**config.mk**
```make
export PLATFORM = sky130hd
export DESIGN_NAME = hazard_ctrl_flat
export DESIGN_NICKNAME = d
export VERILOG_FILES = /design/src/rtl/hazard_ctrl_if.sv /design/src/rtl/hazard_ctrl.sv /design/src/flat_wrapper.sv
export SDC_FILE = /design/constraint.sdc
export NUM_CORES = 1
export LEC_CHECK = 0
export CORE_MARGIN = 2
export CORE_UTILIZATION = 35
export CTS_CLUSTER_SIZE = 10
export DETAILED_ROUTE_END_ITERATION = 16
export RECOVER_POWER = 25
export SLEW_MARGIN = 25
export SYNTH_ARGS = -nofsm -noshare
export SYNTH_HDL_FRONTEND = slang
export SYNTH_SLANG_ARGS = --single-unit
```
**constraint.sdc**
```tcl
create_clock -name clk -period 2.15 [get_ports clk]
set_input_delay 0.215 -clock clk [delete_from_list [all_inputs] [get_ports clk]]
set_output_delay 0.215 -clock clk [all_outputs]
set_load 0.05 [all_outputs]
```
**src/rtl/hazard_ctrl_if.sv**
```systemverilog
// hazard_ctrl_if
// ---------------
// Bundles the decode-side hazard signals exchanged between the pipeline
// and the hazard controller.
//   slave  : the hazard controller (consumes ID/EX/MEM status, drives
//            forwarding selects, enables, clears, hold, io_err, state)
//   master : the pipeline side (drives status, consumes controls)
// Clock and reset are kept as plain ports on the modules.
interface hazard_ctrl_if;
    // ID-stage instruction and pipeline status
    logic [4:0] id_rs1;
    logic [4:0] id_rs2;
    logic       id_use1;
    logic       id_use2;
    logic [4:0] id_rd;
    logic       id_RegWrite;
    logic       id_MemRead;
    logic       ex_branch_taken;
    logic       mem_io_req;
    logic       io_ack;
    // Controls back to the pipeline
    logic       fwd_ex_1;
    logic       fwd_mem_1;
    logic       fwd_ex_2;
    logic       fwd_mem_2;
    logic       pc_write;
    logic       if_id_write;
    logic       if_clear;
    logic       id_clear;
    logic       pipe_hold;
    logic       io_err;
    logic [1:0] state;

    modport master (
        output id_rs1, id_rs2, id_use1, id_use2, id_rd, id_RegWrite, id_MemRead,
               ex_branch_taken, mem_io_req, io_ack,
        input  fwd_ex_1, fwd_mem_1, fwd_ex_2, fwd_mem_2, pc_write, if_id_write,
               if_clear, id_clear, pipe_hold, io_err, state
    );

    modport slave (
        input  id_rs1, id_rs2, id_use1, id_use2, id_rd, id_RegWrite, id_MemRead,
               ex_branch_taken, mem_io_req, io_ack,
        output fwd_ex_1, fwd_mem_1, fwd_ex_2, fwd_mem_2, pc_write, if_id_write,
               if_clear, id_clear, pipe_hold, io_err, state
    );
endinterface

```
**src/rtl/hazard_ctrl.sv**
```systemverilog
// hazard_ctrl
// -----------
// Hazard and stall controller for the five-stage core. Keeps shadow copies
// of the EX and MEM destination registers, drives operand forwarding
// selects, the load-use bubble, the taken-branch flush sequence and the
// whole-pipeline freeze while a slow I/O access is outstanding.
// Ports:
//   clk  - single clock, all state updates on the rising edge
//   rst  - synchronous active-high reset
//   hz   - hazard_ctrl_if.slave: ID/EX/MEM status in, controls out
// All controls are combinational from registered state and the ID inputs.
module hazard_ctrl #(
    parameter int FLUSH_CYCLES = 2,   // 1..15
    parameter int IO_TIMEOUT   = 255  // 1..255
) (
    input  logic          clk,
    input  logic          rst,
    hazard_ctrl_if.slave  hz
);
    typedef enum logic [1:0] {
        RUN     = 2'd0,
        FLUSH   = 2'd1,
        IO_WAIT = 2'd2
    } state_t;

    localparam logic [3:0] FLUSH_LAST = 4'(FLUSH_CYCLES - 1);
    localparam logic [7:0] IO_LAST    = 8'(IO_TIMEOUT - 1);

    state_t     state_q, state_d;
    logic [3:0] flush_cnt_q, flush_cnt_d;
    logic [7:0] io_cnt_q, io_cnt_d;

    // Shadow copies of the instructions now in EX and MEM
    logic [4:0] ex_rd_q, ex_rd_d;
    logic       ex_regwrite_q, ex_regwrite_d;
    logic       ex_memread_q, ex_memread_d;
    logic [4:0] mem_rd_q, mem_rd_d;
    logic       mem_regwrite_q, mem_regwrite_d;

    logic pc_write, if_id_write, if_clear, id_clear, pipe_hold, io_err;

    // Per-operand hazard detection, operand 0 = rs1, operand 1 = rs2
    logic [4:0] src_rs [2];
    logic [1:0] src_use;
    logic [1:0] ex_hit, mem_hit, load_hit, fwd_ex, fwd_mem;
    logic       load_use;

    assign src_rs[0]  = hz.id_rs1;
    assign src_rs[1]  = hz.id_rs2;
    assign src_use[0] = hz.id_use1;
    assign src_use[1] = hz.id_use2;

    for (genvar gi = 0; gi < 2; gi++) begin : g_src
        // A load in EX cannot forward yet; it shows up as a load-use hit instead.
        assign ex_hit[gi]   = src_use[gi] && ex_regwrite_q && !ex_memread_q &&
                              (ex_rd_q != 5'd0) && (ex_rd_q == src_rs[gi]);
        assign mem_hit[gi]  = src_use[gi] && mem_regwrite_q &&
                              (mem_rd_q != 5'd0) && (mem_rd_q == src_rs[gi]);
        assign load_hit[gi] = src_use[gi] && ex_memread_q &&
                              (ex_rd_q != 5'd0) && (ex_rd_q == src_rs[gi]);
        // The younger EX result shadows MEM; a cleared ID slot forwards nothing.
        assign fwd_ex[gi]   = !id_clear && ex_hit[gi];
        assign fwd_mem[gi]  = !id_clear && mem_hit[gi] && !ex_hit[gi];
    end

    assign load_use = |load_hit;

    always_comb begin
        state_d     = state_q;
        flush_cnt_d = flush_cnt_q;
        io_cnt_d    = io_cnt_q;
        pc_write    = 1'b1;
        if_id_write = 1'b1;
        if_clear    = 1'b0;
        id_clear    = 1'b0;
        pipe_hold   = 1'b0;
        io_err      = 1'b0;

        unique case (state_q)
            RUN: begin
                if (hz.mem_io_req) begin
                    // Freeze already in the request cycle
                    pc_write    = 1'b0;
                    if_id_write = 1'b0;
                    pipe_hold   = 1'b1;
                    state_d     = IO_WAIT;
                    io_cnt_d    = 8'd0;
                end else if (hz.ex_branch_taken) begin
                    if_clear = 1'b1;
                    id_clear = 1'b1;
                    if (FLUSH_CYCLES > 1) begin
                        state_d     = FLUSH;
                        flush_cnt_d = 4'd1;
                    end
                end else if (load_use) begin
                    pc_write    = 1'b0;
                    if_id_write = 1'b0;
                    id_clear    = 1'b1;
                end
            end
            FLUSH: begin
                if (hz.mem_io_req) begin
                    // Flush is abandoned; the branch still sits in EX and resolves again
                    pc_write    = 1'b0;
                    if_id_write = 1'b0;
                    pipe_hold   = 1'b1;
                    state_d     = IO_WAIT;
                    io_cnt_d    = 8'd0;
                end else begin
                    if_clear = 1'b1;
                    id_clear = 1'b1;
                    if (hz.ex_branch_taken) begin
                        flush_cnt_d = 4'd1;
                    end else if (flush_cnt_q == FLUSH_LAST) begin
                        state_d = RUN;
                    end else begin
                        flush_cnt_d = flush_cnt_q + 4'd1;
                    end
                end
            end
            IO_WAIT: begin
                pc_write    = 1'b0;
                if_id_write = 1'b0;
                pipe_hold   = 1'b1;
                if (hz.io_ack) begin
                    state_d = RUN;
                end else if (io_cnt_q == IO_LAST) begin
                    io_err  = 1'b1;
                    state_d = RUN;
                end else begin
                    io_cnt_d = io_cnt_q + 8'd1;
                end
            end
            default: state_d = RUN;
        endcase

        if (rst) begin
            pc_write    = 1'b0;
            if_id_write = 1'b0;
            if_clear    = 1'b1;
            id_clear    = 1'b1;
            pipe_hold   = 1'b0;
            io_err      = 1'b0;
        end
    end

    // Shadow pipeline advances with the real buffers unless they are frozen.
    always_comb begin
        ex_rd_d        = ex_rd_q;
        ex_regwrite_d  = ex_regwrite_q;
        ex_memread_d   = ex_memread_q;
        mem_rd_d       = mem_rd_q;
        mem_regwrite_d = mem_regwrite_q;
        if (!pipe_hold) begin
            ex_rd_d        = id_clear ? 5'd0 : hz.id_rd;
            ex_regwrite_d  = id_clear ? 1'b0 : hz.id_RegWrite;
            ex_memread_d   = id_clear ? 1'b0 : hz.id_MemRead;
            mem_rd_d       = ex_rd_q;
            mem_regwrite_d = ex_regwrite_q;
        end
    end

    always_ff @(posedge clk) begin
        if (rst) begin
            state_q        <= RUN;
            flush_cnt_q    <= 4'd0;
            io_cnt_q       <= 8'd0;
            ex_rd_q        <= 5'd0;
            ex_regwrite_q  <= 1'b0;
            ex_memread_q   <= 1'b0;
            mem_rd_q       <= 5'd0;
            mem_regwrite_q <= 1'b0;
        end else begin
            state_q        <= state_d;
            flush_cnt_q    <= flush_cnt_d;
            io_cnt_q       <= io_cnt_d;
            ex_rd_q        <= ex_rd_d;
            ex_regwrite_q  <= ex_regwrite_d;
            ex_memread_q   <= ex_memread_d;
            mem_rd_q       <= mem_rd_d;
            mem_regwrite_q <= mem_regwrite_d;
        end
    end

    assign hz.fwd_ex_1    = fwd_ex[0];
    assign hz.fwd_mem_1   = fwd_mem[0];
    assign hz.fwd_ex_2    = fwd_ex[1];
    assign hz.fwd_mem_2   = fwd_mem[1];
    assign hz.pc_write    = pc_write;
    assign hz.if_id_write = if_id_write;
    assign hz.if_clear    = if_clear;
    assign hz.id_clear    = id_clear;
    assign hz.pipe_hold   = pipe_hold;
    assign hz.io_err      = io_err;
    assign hz.state       = state_q;
endmodule

```
**src/flat_wrapper.sv**
```systemverilog
// flat-port wrapper written by rule: the top's interface ports become plain ports
module hazard_ctrl_flat 
#(
    parameter int FLUSH_CYCLES = 2,           
    parameter int IO_TIMEOUT   = 255           
)
  (clk, rst, hz_id_rs1, hz_id_rs2, hz_id_use1, hz_id_use2, hz_id_rd, hz_id_RegWrite, hz_id_MemRead, hz_ex_branch_taken, hz_mem_io_req, hz_io_ack, hz_fwd_ex_1, hz_fwd_mem_1, hz_fwd_ex_2, hz_fwd_mem_2, hz_pc_write, hz_if_id_write, hz_if_clear, hz_id_clear, hz_pipe_hold, hz_io_err, hz_state);
  hazard_ctrl_if hz_i ();
  input  logic clk;
  input  logic rst;
  input wire logic [$bits(hz_i.id_rs1)-1:0] hz_id_rs1;
  input wire logic [$bits(hz_i.id_rs2)-1:0] hz_id_rs2;
  input wire logic [$bits(hz_i.id_use1)-1:0] hz_id_use1;
  input wire logic [$bits(hz_i.id_use2)-1:0] hz_id_use2;
  input wire logic [$bits(hz_i.id_rd)-1:0] hz_id_rd;
  input wire logic [$bits(hz_i.id_RegWrite)-1:0] hz_id_RegWrite;
  input wire logic [$bits(hz_i.id_MemRead)-1:0] hz_id_MemRead;
  input wire logic [$bits(hz_i.ex_branch_taken)-1:0] hz_ex_branch_taken;
  input wire logic [$bits(hz_i.mem_io_req)-1:0] hz_mem_io_req;
  input wire logic [$bits(hz_i.io_ack)-1:0] hz_io_ack;
  output wire logic [$bits(hz_i.fwd_ex_1)-1:0] hz_fwd_ex_1;
  output wire logic [$bits(hz_i.fwd_mem_1)-1:0] hz_fwd_mem_1;
  output wire logic [$bits(hz_i.fwd_ex_2)-1:0] hz_fwd_ex_2;
  output wire logic [$bits(hz_i.fwd_mem_2)-1:0] hz_fwd_mem_2;
  output wire logic [$bits(hz_i.pc_write)-1:0] hz_pc_write;
  output wire logic [$bits(hz_i.if_id_write)-1:0] hz_if_id_write;
  output wire logic [$bits(hz_i.if_clear)-1:0] hz_if_clear;
  output wire logic [$bits(hz_i.id_clear)-1:0] hz_id_clear;
  output wire logic [$bits(hz_i.pipe_hold)-1:0] hz_pipe_hold;
  output wire logic [$bits(hz_i.io_err)-1:0] hz_io_err;
  output wire logic [$bits(hz_i.state)-1:0] hz_state;
  assign hz_i.id_rs1 = hz_id_rs1;
  assign hz_i.id_rs2 = hz_id_rs2;
  assign hz_i.id_use1 = hz_id_use1;
  assign hz_i.id_use2 = hz_id_use2;
  assign hz_i.id_rd = hz_id_rd;
  assign hz_i.id_RegWrite = hz_id_RegWrite;
  assign hz_i.id_MemRead = hz_id_MemRead;
  assign hz_i.ex_branch_taken = hz_ex_branch_taken;
  assign hz_i.mem_io_req = hz_mem_io_req;
  assign hz_i.io_ack = hz_io_ack;
  assign hz_fwd_ex_1 = hz_i.fwd_ex_1;
  assign hz_fwd_mem_1 = hz_i.fwd_mem_1;
  assign hz_fwd_ex_2 = hz_i.fwd_ex_2;
  assign hz_fwd_mem_2 = hz_i.fwd_mem_2;
  assign hz_pc_write = hz_i.pc_write;
  assign hz_if_id_write = hz_i.if_id_write;
  assign hz_if_clear = hz_i.if_clear;
  assign hz_id_clear = hz_i.id_clear;
  assign hz_pipe_hold = hz_i.pipe_hold;
  assign hz_io_err = hz_i.io_err;
  assign hz_state = hz_i.state;
  hazard_ctrl #(.FLUSH_CYCLES(FLUSH_CYCLES), .IO_TIMEOUT(IO_TIMEOUT)) u_core (.clk(clk), .rst(rst), .hz(hz_i));
endmodule
```
==> flow_summary.toml <==
[run_status]
status = "finished, violations left"
violations = "setup timing"

[yosys]
synthesis.area_mm2 = 0.00159
synth_fa_ha_area_share_pct = 3.14
synth_top_family_by_area = "simple AND/OR/NAND/NOR gates"
postSynthCellCount = 185
avgSynthCellArea_um2 = 8.61
synth_warnings = 0
yosys.area_share.simple_pct = 26.7
ys_seq_elements = 27
syn_nets = 213
ys_seq_area_share_pct = 33.9
yosys-mux-area-fraction_pct = 0
synth.distinct_cells = 42
synth_xor_area_share_pct = 14.3
synth_compound_area_share_pct = 18.5

[placed_design]
gp_congestion = 0.764
dp_slack_ns = -0.0606
place_area_mm2 = 0.00220
port_buffers = 35
place_hpwl_um = 2890

[setup_path]
endpoint_kind = "output pin"
required_ns = 1.93
critPathMaxFanout = 2
critPathKind = "input pin to output pin"
arrival_ns = 1.94
start_kind = "input pin"

[power_and_ir_drop]
power_frac_comb_pct = 24.1
sw_frac_of_total_pct = 30.4
ir_drop_mv = 0.359
clockPowerShare_pct = 28.2
total_power_uw = 1110
p_leak_uw = 0.000889
internal-power_uw = 776
switchingPower_uw = 338
p_per_area_mw_per_mm2 = 471
power_frac_seq_pct = 47.7

[cts]
clkLatencyLatePin_ns = 0.28
cts_max_level = 1
holdBufCountCts = 0
cts.path.max_buffers = 2
cts_tree = "yes"
numCtsBuffers = 3
root_buffer = "clkbuf_8"
clk_pin_slew_ns = 0.10
clock_sinks = 27

[floorplanning]
rows = 24
die_w_um = 71.5
start_util_pct = 36.3
die_h_um = 71.5
dieArea_mm2 = 0.00511
core_area_mm2 = 0.00438
pin_count = 36

[routing]
drc = 0
dr_total_vias = 1473
routed_wl_um = 3800
post_drt_wl_per_cell_um = 12.9
detail_route.vias_per_cell = 5.01
drt_iter0_markers = 72
dr.pass1.iters = 4
ant_nets = 0

[global_routing]
grtUsageTotal_pct = 15.6
grt_max_degree = 18
grt_pass1_vias = 1386
antenna_found_initial = 0
gr-total-overflow = 0
grt_pass1_wl_um = 6380

[timing]
clock_skew_ns = 0.00465
slew_violations = 0
max-slew-margin-rel_pct = 53.9
timing.setup.tns_ns = -0.00701
setup_viol = 1
period_share_pct = 100
rsz0062_at_grt = "yes"
setup_slack_ns = -0.00701
fin_crit_ns = 2.16
timing.fmax_mhz = 464
tightest_slew_ns = 0.691
hold_viol_final = 0

[layout]
final_nets = 271
final_cell_area_mm2 = 0.00237
syn2layout_area_growth_pct = 48.7
fillers = 421
multi_input_area_mm2 = 0.00111
final_layout_size_suffix_gt1_share_pct = 27.7
n_antenna_cell = 0
regArea_um2 = 551

[hold_path]
min_path_type = "input pin to flip-flop"

[job]
maxCapViolCount = 0
## final timing paths
kind              slack [ns]                                from  depth (start not counted)                                  to
setup / recovery      -0.007                        hz_id_rs1[2]                          7                        hz_fwd_mem_1
hold / removal          0.47                         hz_id_rd[2]                          3      u_core.ex_rd_q[2]$_SDFFE_PP0N_
setup reg to reg        0.31      u_core.ex_rd_q[2]$_SDFFE_PP0N_                          8      u_core.ex_rd_q[0]$_SDFFE_PP0N_
hold reg to reg         0.48  u_core.mem_regwrite_q$_SDFFE_PP0N_                          1  u_core.mem_regwrite_q$_SDFFE_PP0N_
## kinds of logic after synthesis
kind of cell	after synthesis
AOI/OAI and AO/OA	39
xor gates and xnor gates	26
adders and majority gates	4
buffers and inverters	9
DFF	27
and+or+nand+nor	80
## power by group through the flow
stage          Sequential (µW)  Combinational [µW]  Clock, µW
2_1_floorplan              549                 135          0
3_3_place_gp               544                 260          0
3_5_place_dp               544                 259          0
4_1_cts                    532                 263        329
5_1_grt                    534                 290        354
6_report                   531                 269        314
## layer usage
| metal | wire length, µm | GRT usage, % | vias to the layer above | part of all wire (%) |
|---|---|---|---|---|
| met4 | 39 | 3.77 | 0 | 1.0 |
| li1 | - | - | 776 | - |
| met5 | 0 | 0 | - | 0 |
| met3 | 142 | 3.66 | 5 | 3.7 |
| met1 | 1910 | 22.3 | 667 | 50 |
| met2 | 1710 | 23.9 | 25 | 45 |
## placed cells by master (no fill, tap or decap), types with 3 or more instances in the layout
cell	count
a21oi_1	12
a22o_1	6
buf_12	4
buf_4	22
buf_6	8
clkbuf_8	3
clkdlybuf4s50_1	23
dfxtp_1	23
ha_1	4
nand2_1	24
nand2b_1	3
nand3_1	7
nand3b_1	3
nand4_1	4
nor2_1	16
nor4_1	3
nor4_4	3
o21ai_2	7
xnor2_1	10
xor2_1	14
## worst max-delay path, cell delays in order
cell and delay (ns):
clkdlybuf4s50_1 0.45, buf_4 0.16, xor2_1 0.13, nor4_1 0.35
nand4_1 0.20, nor4_4 0.25, buf_6 0.19
## layout make-up
| type | count | area share [%] |
|---|---|---|
| multi-input combinational | 149 | 46.8 |
| timing repair buffer | 60 | 24.8 |
| sequential | 27 | 23.2 |
| tap | 52 | 2.75 |
| clock buffer | 3 | 1.74 |
| clock inverter | 1 | 0.370 |
| inverter | 2 | 0.317 |
## sequential cells by signal, indices dropped and copies added, names as in the netlist
name / cells
u_core.io_cnt_q: 8
u_core.ex_rd_q: 5
u_core.mem_rd_q: 5
u_core.flush_cnt_q: 4
u_core.hz.state: 2
u_core.ex_memread_q: 1
u_core.ex_regwrite_q: 1
u_core.mem_regwrite_q: 1
## repair_timing
item	4_1_cts	5_1_grt
resized for setup	11	10
pin swaps	5	4
buffers inserted	4	2
setup endpoints to repair	4	7
## per-stage QoR
step,hold slack (ns),util (%),cells
6_report,0.467,54.0,294
5_1_grt,0.451,54.0,294
4_1_cts,0.459,52.7,292
3_5_place_dp,0.466,50.3,284
3_3_place_gp,0.460,50.3,284
2_1_floorplan,0.359,-,185
## synthesized netlist by cell type
cell | count | area share (%)
o21ai_2 | 7 | 3.8
a21oi_1 | 12 | 3.8
a211o_1 | 1 | 0.55
and3_1 | 1 | 0.39
nand2b_1 | 3 | 1.2
inv_1 | 2 | 0.47
nor2b_1 | 1 | 0.39
nand2b_4 | 1 | 0.86
ha_1 | 4 | 3.1
a311oi_1 | 1 | 0.55
nor4_1 | 6 | 2.4
buf_6 | 2 | 1.4
nand3b_1 | 3 | 1.4
xnor2_1 | 10 | 5.5
nor2_1 | 16 | 3.8
o31ai_1 | 1 | 0.47
nor2_2 | 1 | 0.39
buf_2 | 1 | 0.31
a41oi_1 | 2 | 1.1
a21boi_1 | 1 | 0.47
a31o_1 | 1 | 0.55
or4_1 | 1 | 0.47
a211oi_2 | 2 | 1.6
or3b_1 | 2 | 1.1
xor2_1 | 16 | 8.8
nand3_1 | 8 | 2.5
or2_1 | 2 | 0.79
o21bai_2 | 1 | 0.71
buf_1 | 1 | 0.24
a211oi_1 | 1 | 0.47
nor4_2 | 2 | 1.6
nand4_1 | 4 | 1.6
a22o_1 | 6 | 3.3
nand2_1 | 24 | 5.7
a21oi_2 | 1 | 0.55
and4_4 | 1 | 0.71
o21ai_0 | 2 | 0.63
and4b_1 | 1 | 0.63
nor3_1 | 3 | 0.94
dfxtp_1 | 27 | 34
clkbuf_1 | 2 | 0.47
buf_4 | 1 | 0.47
(Power assumes the default switching activity.)
